**src/rtl/bp_pkg.sv**
```systemverilog
// Shared definitions for the IF-stage branch predictor: 2-bit counter
// encodings, the PHT reset state and the instruction size used for
// sequential fetch.
package bp_pkg;

    // 2-bit saturating counter states; bit 1 is the taken prediction.
    typedef enum logic [1:0] {
        SNT = 2'b00,  // strongly not-taken
        WNT = 2'b01,  // weakly not-taken
        WT  = 2'b10,  // weakly taken
        ST  = 2'b11   // strongly taken
    } cnt_e;

    // Every PHT counter starts weakly not-taken.
    localparam cnt_e PHT_RESET = WNT;

    // Fixed-width instructions: fall-through PC is PC + INSN_BYTES.
    localparam int unsigned INSN_BYTES = 4;

endpackage : bp_pkg

```
**src/rtl/sat_counter2.sv**
```systemverilog
// 2-bit saturating up/down counter next-value function. Moves one step
// toward the resolved outcome and sticks at the rails (11 when taken,
// 00 when not taken).
module sat_counter2
    import bp_pkg::*;
(
    input  logic [1:0] cnt,
    input  logic       taken,
    output logic [1:0] cnt_next
);

    // Step toward the outcome, holding at ST/SNT instead of wrapping.
    always_comb begin
        cnt_next = cnt;
        if (taken) begin
            if (cnt != ST) begin
                cnt_next = cnt + 2'd1;
            end
        end else begin
            if (cnt != SNT) begin
                cnt_next = cnt - 2'd1;
            end
        end
    end

endmodule : sat_counter2

```
**src/rtl/branch_predictor.sv**
```systemverilog
// IF-stage next-PC generator. Owns the fetch PC, combines the BTB lookup
// with a gshare PHT of 2-bit counters to predict the next PC, and takes
// resolutions from EX to train the PHT/GHR and redirect on mispredicts.
module branch_predictor
    import bp_pkg::*;
#(
    parameter logic [31:0] RESET_PC    = 32'h0000_0000,
    parameter int          PHT_ENTRIES = 64,
    parameter int          IDX_WIDTH   = 6,
    parameter int          GHR_WIDTH   = 6
) (
    input  logic                 clk,
    input  logic                 rst_n,
    input  logic                 stall,
    // BTB lookup result for IF_pc
    input  logic                 btb_hit,
    input  logic [31:0]          btb_target,
    input  logic                 btb_branch,
    input  logic                 btb_jump,
    // Fetch side
    output logic [31:0]          IF_pc,
    output logic                 IF_pred_taken,
    output logic [31:0]          IF_pred_target,
    output logic [IDX_WIDTH-1:0] IF_pred_idx,
    // Resolution from EX
    input  logic                 EX_valid,
    input  logic                 EX_is_branch,
    input  logic [31:0]          EX_pc,
    input  logic                 EX_taken,
    input  logic [31:0]          EX_target,
    input  logic                 EX_pred_taken,
    input  logic [31:0]          EX_pred_target,
    input  logic [IDX_WIDTH-1:0] EX_pred_idx,
    // Redirect and statistics
    output logic                 flush,
    output logic [31:0]          branch_count,
    output logic [31:0]          mispredict_count
);

    // Saturating increment for the statistics counters.
    function automatic logic [31:0] sat_inc32(input logic [31:0] v);
        return (v == 32'hFFFF_FFFF) ? v : v + 32'd1;
    endfunction

    // State
    logic [31:0]          pc_q, pc_d;
    logic [GHR_WIDTH-1:0] ghr_q, ghr_d;
    logic [1:0]           pht_q [PHT_ENTRIES];
    logic [1:0]           pht_d [PHT_ENTRIES];
    logic [31:0]          branch_count_q, branch_count_d;
    logic [31:0]          mispredict_count_q, mispredict_count_d;

    // Combinational helpers
    logic [IDX_WIDTH-1:0] if_idx;
    logic [1:0]           if_cnt;
    logic [31:0]          pc_plus4;
    logic [31:0]          ex_pc_plus4;
    logic                 pred_taken;
    logic [31:0]          pred_target;
    logic                 mis;
    logic                 flush_w;
    logic                 pht_upd;
    logic [1:0]           upd_cnt;
    logic [1:0]           upd_cnt_next;

    // gshare index: word-aligned PC bits hashed with the committed history.
    assign if_idx      = pc_q[IDX_WIDTH+1:2] ^ IDX_WIDTH'(ghr_q);
    assign if_cnt      = pht_q[if_idx];
    assign pc_plus4    = pc_q + 32'(INSN_BYTES);
    assign ex_pc_plus4 = EX_pc + 32'(INSN_BYTES);

    // Prediction for the current fetch PC; a jump wins over a branch when
    // the BTB entry claims to be both.
    always_comb begin
        pred_taken = 1'b0;
        if (btb_hit) begin
            if (btb_jump) begin
                pred_taken = 1'b1;
            end else if (btb_branch) begin
                pred_taken = if_cnt[1];
            end
        end
        pred_target = pred_taken ? btb_target : pc_plus4;
    end

    // A resolution mispredicts on a wrong direction, or on a correct taken
    // direction with the wrong target. Flush is forced low during reset.
    assign mis     = (EX_taken != EX_pred_taken) ||
                     (EX_taken && (EX_target != EX_pred_target));
    assign flush_w = rst_n && EX_valid && mis;

    // Only conditional branches train the PHT and history.
    assign pht_upd = EX_valid && EX_is_branch;
    assign upd_cnt = pht_q[EX_pred_idx];

    sat_counter2 u_sat_counter2 (
        .cnt      (upd_cnt),
        .taken    (EX_taken),
        .cnt_next (upd_cnt_next)
    );

    // Next fetch PC: redirect beats stall, stall beats prediction.
    always_comb begin
        pc_d = pred_target;
        if (flush_w) begin
            pc_d = EX_taken ? EX_target : ex_pc_plus4;
        end else if (stall) begin
            pc_d = pc_q;
        end
    end

    // Non-speculative PHT/GHR training at branch resolution.
    always_comb begin
        pht_d = pht_q;
        ghr_d = ghr_q;
        if (pht_upd) begin
            pht_d[EX_pred_idx] = upd_cnt_next;
            ghr_d              = GHR_WIDTH'({ghr_q, EX_taken});
        end
    end

    // Saturating statistics counters.
    always_comb begin
        branch_count_d     = branch_count_q;
        mispredict_count_d = mispredict_count_q;
        if (pht_upd) begin
            branch_count_d = sat_inc32(branch_count_q);
        end
        if (flush_w) begin
            mispredict_count_d = sat_inc32(mispredict_count_q);
        end
    end

    // State registers with asynchronous active-low reset.
    always_ff @(posedge clk or negedge rst_n) begin
        if (!rst_n) begin
            pc_q               <= RESET_PC;
            ghr_q              <= '0;
            branch_count_q     <= '0;
            mispredict_count_q <= '0;
            for (int i = 0; i < PHT_ENTRIES; i++) begin
                pht_q[i] <= PHT_RESET;
            end
        end else begin
            pc_q               <= pc_d;
            ghr_q              <= ghr_d;
            branch_count_q     <= branch_count_d;
            mispredict_count_q <= mispredict_count_d;
            pht_q              <= pht_d;
        end
    end

    assign IF_pc            = pc_q;
    assign IF_pred_taken    = pred_taken;
    assign IF_pred_target   = pred_target;
    assign IF_pred_idx      = if_idx;
    assign flush            = flush_w;
    assign branch_count     = branch_count_q;
    assign mispredict_count = mispredict_count_q;

endmodule : branch_predictor

```
**config.mk**
```make
export PLATFORM = sky130hd
export DESIGN_NAME = branch_predictor
export DESIGN_NICKNAME = d
export VERILOG_FILES = /design/src/rtl/bp_pkg.sv /design/src/rtl/sat_counter2.sv /design/src/rtl/branch_predictor.sv
export SDC_FILE = /design/constraint.sdc
export NUM_CORES = 1
export LEC_CHECK = 0
export ABC_AREA = 1
export ABC_CLOCK_PERIOD_IN_PS = 2800
export CAP_MARGIN = 10
export CORE_AREA = 2 2 211 161
export DETAILED_ROUTE_END_ITERATION = 10
export DIE_AREA = 0 0 213 163
export PLACE_DENSITY = 0.7
export SLEW_MARGIN = 25
export SYNTH_ARGS = -nofsm -noshare
export SYNTH_HDL_FRONTEND = slang
export SYNTH_SLANG_ARGS = --single-unit
export TNS_END_PERCENT = 20
```
**constraint.sdc**
```tcl
create_clock -name clk -period 2.8 [get_ports clk]
set_input_delay 0.56 -clock clk [delete_from_list [all_inputs] [get_ports clk]]
set_output_delay 0.56 -clock clk [all_outputs]
set_load 0.01 [all_outputs]
```
; ---- After elaboration in Yosys (flattened, before gate mapping)
; Cells that the tools add are included.
[word_totals]
wordCells = 116
out_inout_bits = 136
register_bits = 230
in_bits = 144
[classes]
bitwise_logic = 5
n_reduce_logical = 9
n_lt_le_gt_ge = 3
n_eq_ne = 6
n_addsub = 6
mux = 19
[ops]
columns = operator, n
row1 = 128-bit bitwise mux, 1
row2 = 32-bit 2-to-1 mux, 4
row3 = 32-bit by 1-bit adder with 32-bit output (second input constant), 2
row4 = 32-bit by 3-bit adder with 32-bit output (second input constant), 2
row5 = 32-bit == test (second input constant), 2
row6 = 32-bit inequality test, 1
row7 = 2-bit binary-select mux with 6-bit select, 2
row8 = 2-bit 2-to-1 mux, 8
row9 = 7-bit >= comparator (second input constant), 2
row10 = 6-bit NOT with 7-bit output, 2
row11 = 2-bit demux with 6-bit select, 1
row12 = 7-bit by 1-bit < comparator with 1-bit output (second input constant), 1
row13 = 6-bit XOR, 1
row14 = 1-bit logical AND, 5
row15 = 2-bit AND reduction, 2
row16 = 1-bit 2-to-1 mux, 3
row17 = 2-bit by 1-bit adder with 2-bit output (second input constant), 1
row18 = 2-bit by 1-bit inequality test with 1-bit output (second input constant), 1
row19 = 2-bit inequality test (second input constant), 1
row20 = 1-bit NOT, 2
row21 = 2-bit nonzero test, 1
row22 = 2-bit by 1-bit subtractor with 2-bit output (second input constant), 1
row23 = 1-bit logical OR, 1
row24 = 1-bit inequality test, 1

; ---- Depth between registers and ports, before layout
[logic_depth]
depth_word = 11
mapped_depth = 18

; ---- Modules after synthesis
; A second synthesis with hierarchy kept.
[hier_totals]
hier_cells = 1965
hier_area_um2 = 14413.8
[by_module_without_submodules]
columns = module, area_each_um2, instances, cells_each
row1 = branch_predictor, 14388.8, 1, 1959
row2 = sat_counter2, 25.0, 1, 6

; ---- Worst setup path after synthesis
; Ideal clock, no wire load.
[synth_timing]
path_type = register to output
start = register pc_q[3] (netlist: IF_pc[3])
end = output port IF_pred_target[26]
path_stages_with_launch = 15
n_path_buf = 0
arrival_time_ps = 2198
path_slack_ps = 42
required_ps = 2240
cell_sequence = dfrtp_1 > ha_1 > nand2_1 > nor3_2 > nand2_1 > nor2_1 > nand3_1 > inv_1 > nand3_1 > nor2_1 > nand2_1 > xor2_1 > inv_1 > nand2_1 > and2_1
[synth_between]
elab_chain_len = 9
elab_cells_between_ends = 10
cone_classes = 1 x add/sub / 7 x mux / 2 x bitwise
[synth_rtl]
columns = item, line_no
row1 = from (decl), branch_predictor.sv:46  ; logic [31:0] pc_q, pc_d;
row2 = from (signal assigned), branch_predictor.sv:145  ; pc_q <= pc_d;
row3 = 6-bit XOR, branch_predictor.sv:67  ; assign if_idx = pc_q[IDX_WIDTH+1:2] ^ IDX_WIDTH'(ghr_q);
row4 = 6-bit NOT with 7-bit output (not written as such), branch_predictor.sv:68  ; assign if_cnt = pht_q[if_idx];
row5 = 2-bit binary-select mux with 6-bit select, branch_predictor.sv:68
row6 = 2-bit 2-to-1 mux (not written as such) (2 in a row), branch_predictor.sv:68
row7 = 1-bit 2-to-1 mux, branch_predictor.sv:79  ; end else if (btb_branch) begin
row8 = 1-bit 2-to-1 mux, branch_predictor.sv:77  ; if (btb_jump) begin
row9 = 1-bit 2-to-1 mux, branch_predictor.sv:76  ; if (btb_hit) begin
row10 = 32-bit 2-to-1 mux (*), branch_predictor.sv:83  ; pred_target = pred_taken ? btb_target : pc_plus4;
row11 = to (decl), branch_predictor.sv:23  ; output logic [31:0] IF_pred_target,
; Mark *: on every way between the ends. The rest lies on a longest branch, timed or not. The select of a mux whose other input is x is not followed.

; ---- Final worst setup path
[layout_timing]
start = register pc_q[2] (netlist: IF_pc[2])
end = output port IF_pred_target[2]
; The elaborated chain is that of the path after synthesis.

==> qor.yml <==
layout-drive-gt1-share_pct: 23.12
grt_max_degree: 75
finalSetupViolations: 35
clk_pin_slew_worst_paths_ns: 0.07
p_leak_nw: 10.88
clk_path_buf_depth: 3
syn-num-nets: 2385
port_buffers: 279
synth_top_cell_by_area: "dfrtp_1"
power.share.clock_pct: 27.2
clk-insertion-delay-late_ns: 0.56
period_needed_ns: 3.588
multiInputGateArea_um2: 8815
met3WireLength_um: 8259
grt_overflow: 0
peakVddDrop_mv: 0.5203
firstDrtPassIters: 6
status: "finished, violations left"
power_density_nw_per_um2: 572.3
wl_per_cell_um: 19.77
synth_top_family_by_area: "simple AND/OR/NAND/NOR gates"
vias_per_cell: 5.441
yosys_warnings: 0
slew_violations: 0
start_util_pct: 46.32
synth-xor-area-share_pct: 7.633
grt_usage_pct: 36.83
nets: 2971
die_h_um: 163
switching_share_pct: 36.48
violations: "setup timing"
internal_power_mw: 8.309
maxCapViolations: 0
cts-root-buf: "clkbuf_16"
tightest_slew_ns: 0.8257
htreeDepth: 1
path_class: "register to output port"
grt_pass1_vias: 16840
grt_pass1_wl_um: 97740
synth_top_area_share_pct: 27.28
post-route-period-util_pct: 128.1
first_iter_violations: 1982
synth.area.mux_share_pct: 0.3287
final_util_pct: 69.54
hold_buffers: 0
crit_required_ns: 2.24
fp-row-count: 58
wl_met1_um: 27740
top_layer_used: "met5"
drtAntennaViolNets: 0
syn-cell-area_um2: 15230
core-area_um2: 32870
yosys-top-cells-area: "dfrtp_1 (27%), nand2_1 (19%), dfstp_2 (11%), nand3_1 (7.3%), inv_1 (6.6%)"
drt_wl_total_um: 65130
syn_avg_cell_area_um2: 6.807
synth_edf_count: 0
cts.sinks: 230
comb_power_share_pct: 41.2
fmax_mhz: 278.7
ios: 280
synth_compound_area_share_pct: 6.959
cts_tree: "yes"
postSynthCellCount: 2237
p_seq_share_pct: 31.6
hold_ws_ns: 0.1122
area_growth_pct: 50.11
synth-adder-area-share_pct: 0.3287
synth_simple_gate_area_share_pct: 37.32
fillers: 2823
critPathArrivalTime_ns: 3.03
dr_wl_met2_um: 27100
ff_latch_area_um2: 5839
grt_setup_unrepaired: "yes"
ys_ff_latch: 230
synth-async-reset-ratio_pct: 100.0
die_area_um2: 34720
num_vias: 17920
synth-main-ff-cell: "dfrtp_1"
slew_headroom_pct: 44.95
cts_made_buffers: 25
place_congestion: 1.016
die_w_um: 213
hold_violations: 0
ys_seq_area_share_pct: 38.32
hp-class: "primary input to async pin"
skew_ns: 0.02950
post-route-drc-count: 0
ys_types: 45
worstPathMaxFanout: 8
hpwl_um: 48450
grt_antenna_before_repair: 3
cp-start-kind: "register"
setup_ws_ns: -0.7876
end_kind: "output port"
power.switching_mw: 4.772
## registers in the layout (all words and copies together) (netlist names)
signal	flops
branch_count	32
mispredict_count	32
IF_pc	32
pht_q	128
ghr_q	6
## routing by layer
layer | vias up | global-route usage, %
met4 | 2 | 10.33
li1 | 8321 | -
met1 | 8370 | 54.15
met5 | - | 0
met3 | 147 | 10.76
met2 | 1082 | 52.10
## cell families (layout without fill, tap and decap cells)
logic type | after synthesis | after routing
simple gates | 1344 | 1350
buf+inv | 344 | 943
flops | 230 | 230
compound gates | 179 | 179
xor+xnor | 131 | 131
mux | 5 | 5
fa+ha+maj | 4 | 4
other cells | 0 | 2
## cells in the final DEF, fill, tap and decap left out, types with 64 or more instances in the layout
master | synthesis | final
buf_4 | 0 | 301
clkdlybuf4s50_1 | 0 | 243
dfrtp_1 | 166 | 163
dfstp_2 | 64 | 64
inv_1 | 269 | 261
nand2_1 | 762 | 722
nand3_1 | 222 | 167
nor2_1 | 192 | 180
nor3_1 | 79 | 77
o21ai_0 | 80 | 75
xor2_1 | 95 | 95
## power groups by stage
stage	clock network (mW)	registers, mW	logic (mW)
floorplan	0	4.18	1.79
global placement	0	4.14	4.36
detailed placement	0	4.14	4.40
CTS	3.58	4.10	4.88
global route	3.75	4.17	5.69
finish	3.56	4.13	5.39
## Yosys cell counts (25+ instances only)
cell type / count
o21ai_0: 80
clkbuf_1: 25
nand2_1: 762
dfrtp_1: 166
inv_1: 269
buf_2: 35
a21oi_1: 32
xnor2_1: 34
xor2_1: 95
nand4_1: 33
nor2_1: 192
nor3_1: 79
dfstp_2: 64
nand3_1: 222
## path summary, 6_finish.rpt
path	start	cells after the start	endpoint	slack (ns)
worst min-delay path	rst_n	2	pht_q[55]	0.11
worst max-delay path	IF_pc[2]	19	IF_pred_target[2]	-0.79
max in group asynchronous	rst_n	3	mispredict_count[3]	1.45
min in group clk	pht_q[46]	2	pht_q[46]	0.47
worst max register to register	IF_pc[2]	22	IF_pc[2]	-0.09
worst min register to register	pht_q[46]	2	pht_q[46]	0.47
## area by class of cell
class	instances	share of cell area, %
Clock inverter	16	0.7991
Multi-Input combinational cell	1669	38.56
Inverter	275	4.570
Timing Repair Buffer	622	25.05
Antenna cell	2	0.02189
Tap cell	450	2.463
Clock buffer	30	2.994
Sequential cell	230	25.54
## worst max-delay path: stages, from the launching register on
cell     delay, ns
dfrtp_2       0.46
inv_4         0.11
nand2_4       0.08
nand2_8       0.10
buf_12        0.12
buf_16        0.12
nand2_1       0.07
nand3_2       0.08
nand3_2       0.08
nand3_2       0.09
nand3_2       0.07
nand3_2       0.10
nand3_4       0.12
nand2_8       0.15
buf_8         0.15
nand2_8       0.08
buf_6         0.13
o21ai_4       0.15
inv_2         0.08
buf_6         0.12
## metrics by stage
stage               setup TNS [ns]  setup WS, ns  power (mW)  cell area, µm²  cells
floorplan                        0       0.04171       5.970           15230   2237
global placement            -88.10       -0.5522       8.502           20720   3205
detailed placement          -89.39       -0.6335       8.543           20720   3205
CTS                         -21.40       -0.7582       12.56           22220   3274
global route                -25.53       -0.8658       13.61           22860   3293
finish                      -22.72       -0.7876       13.08           22860   3294
## repair_timing
action / in CTS / in global routing
gates resized for setup: 186 / 171
setup endpoints to repair: 34 / 165
buffers inserted: 15 / 17
gates cloned: 8 / 4
pin swaps: 20 / 47
No activity file was read; power rests on OpenSTA's default activity.
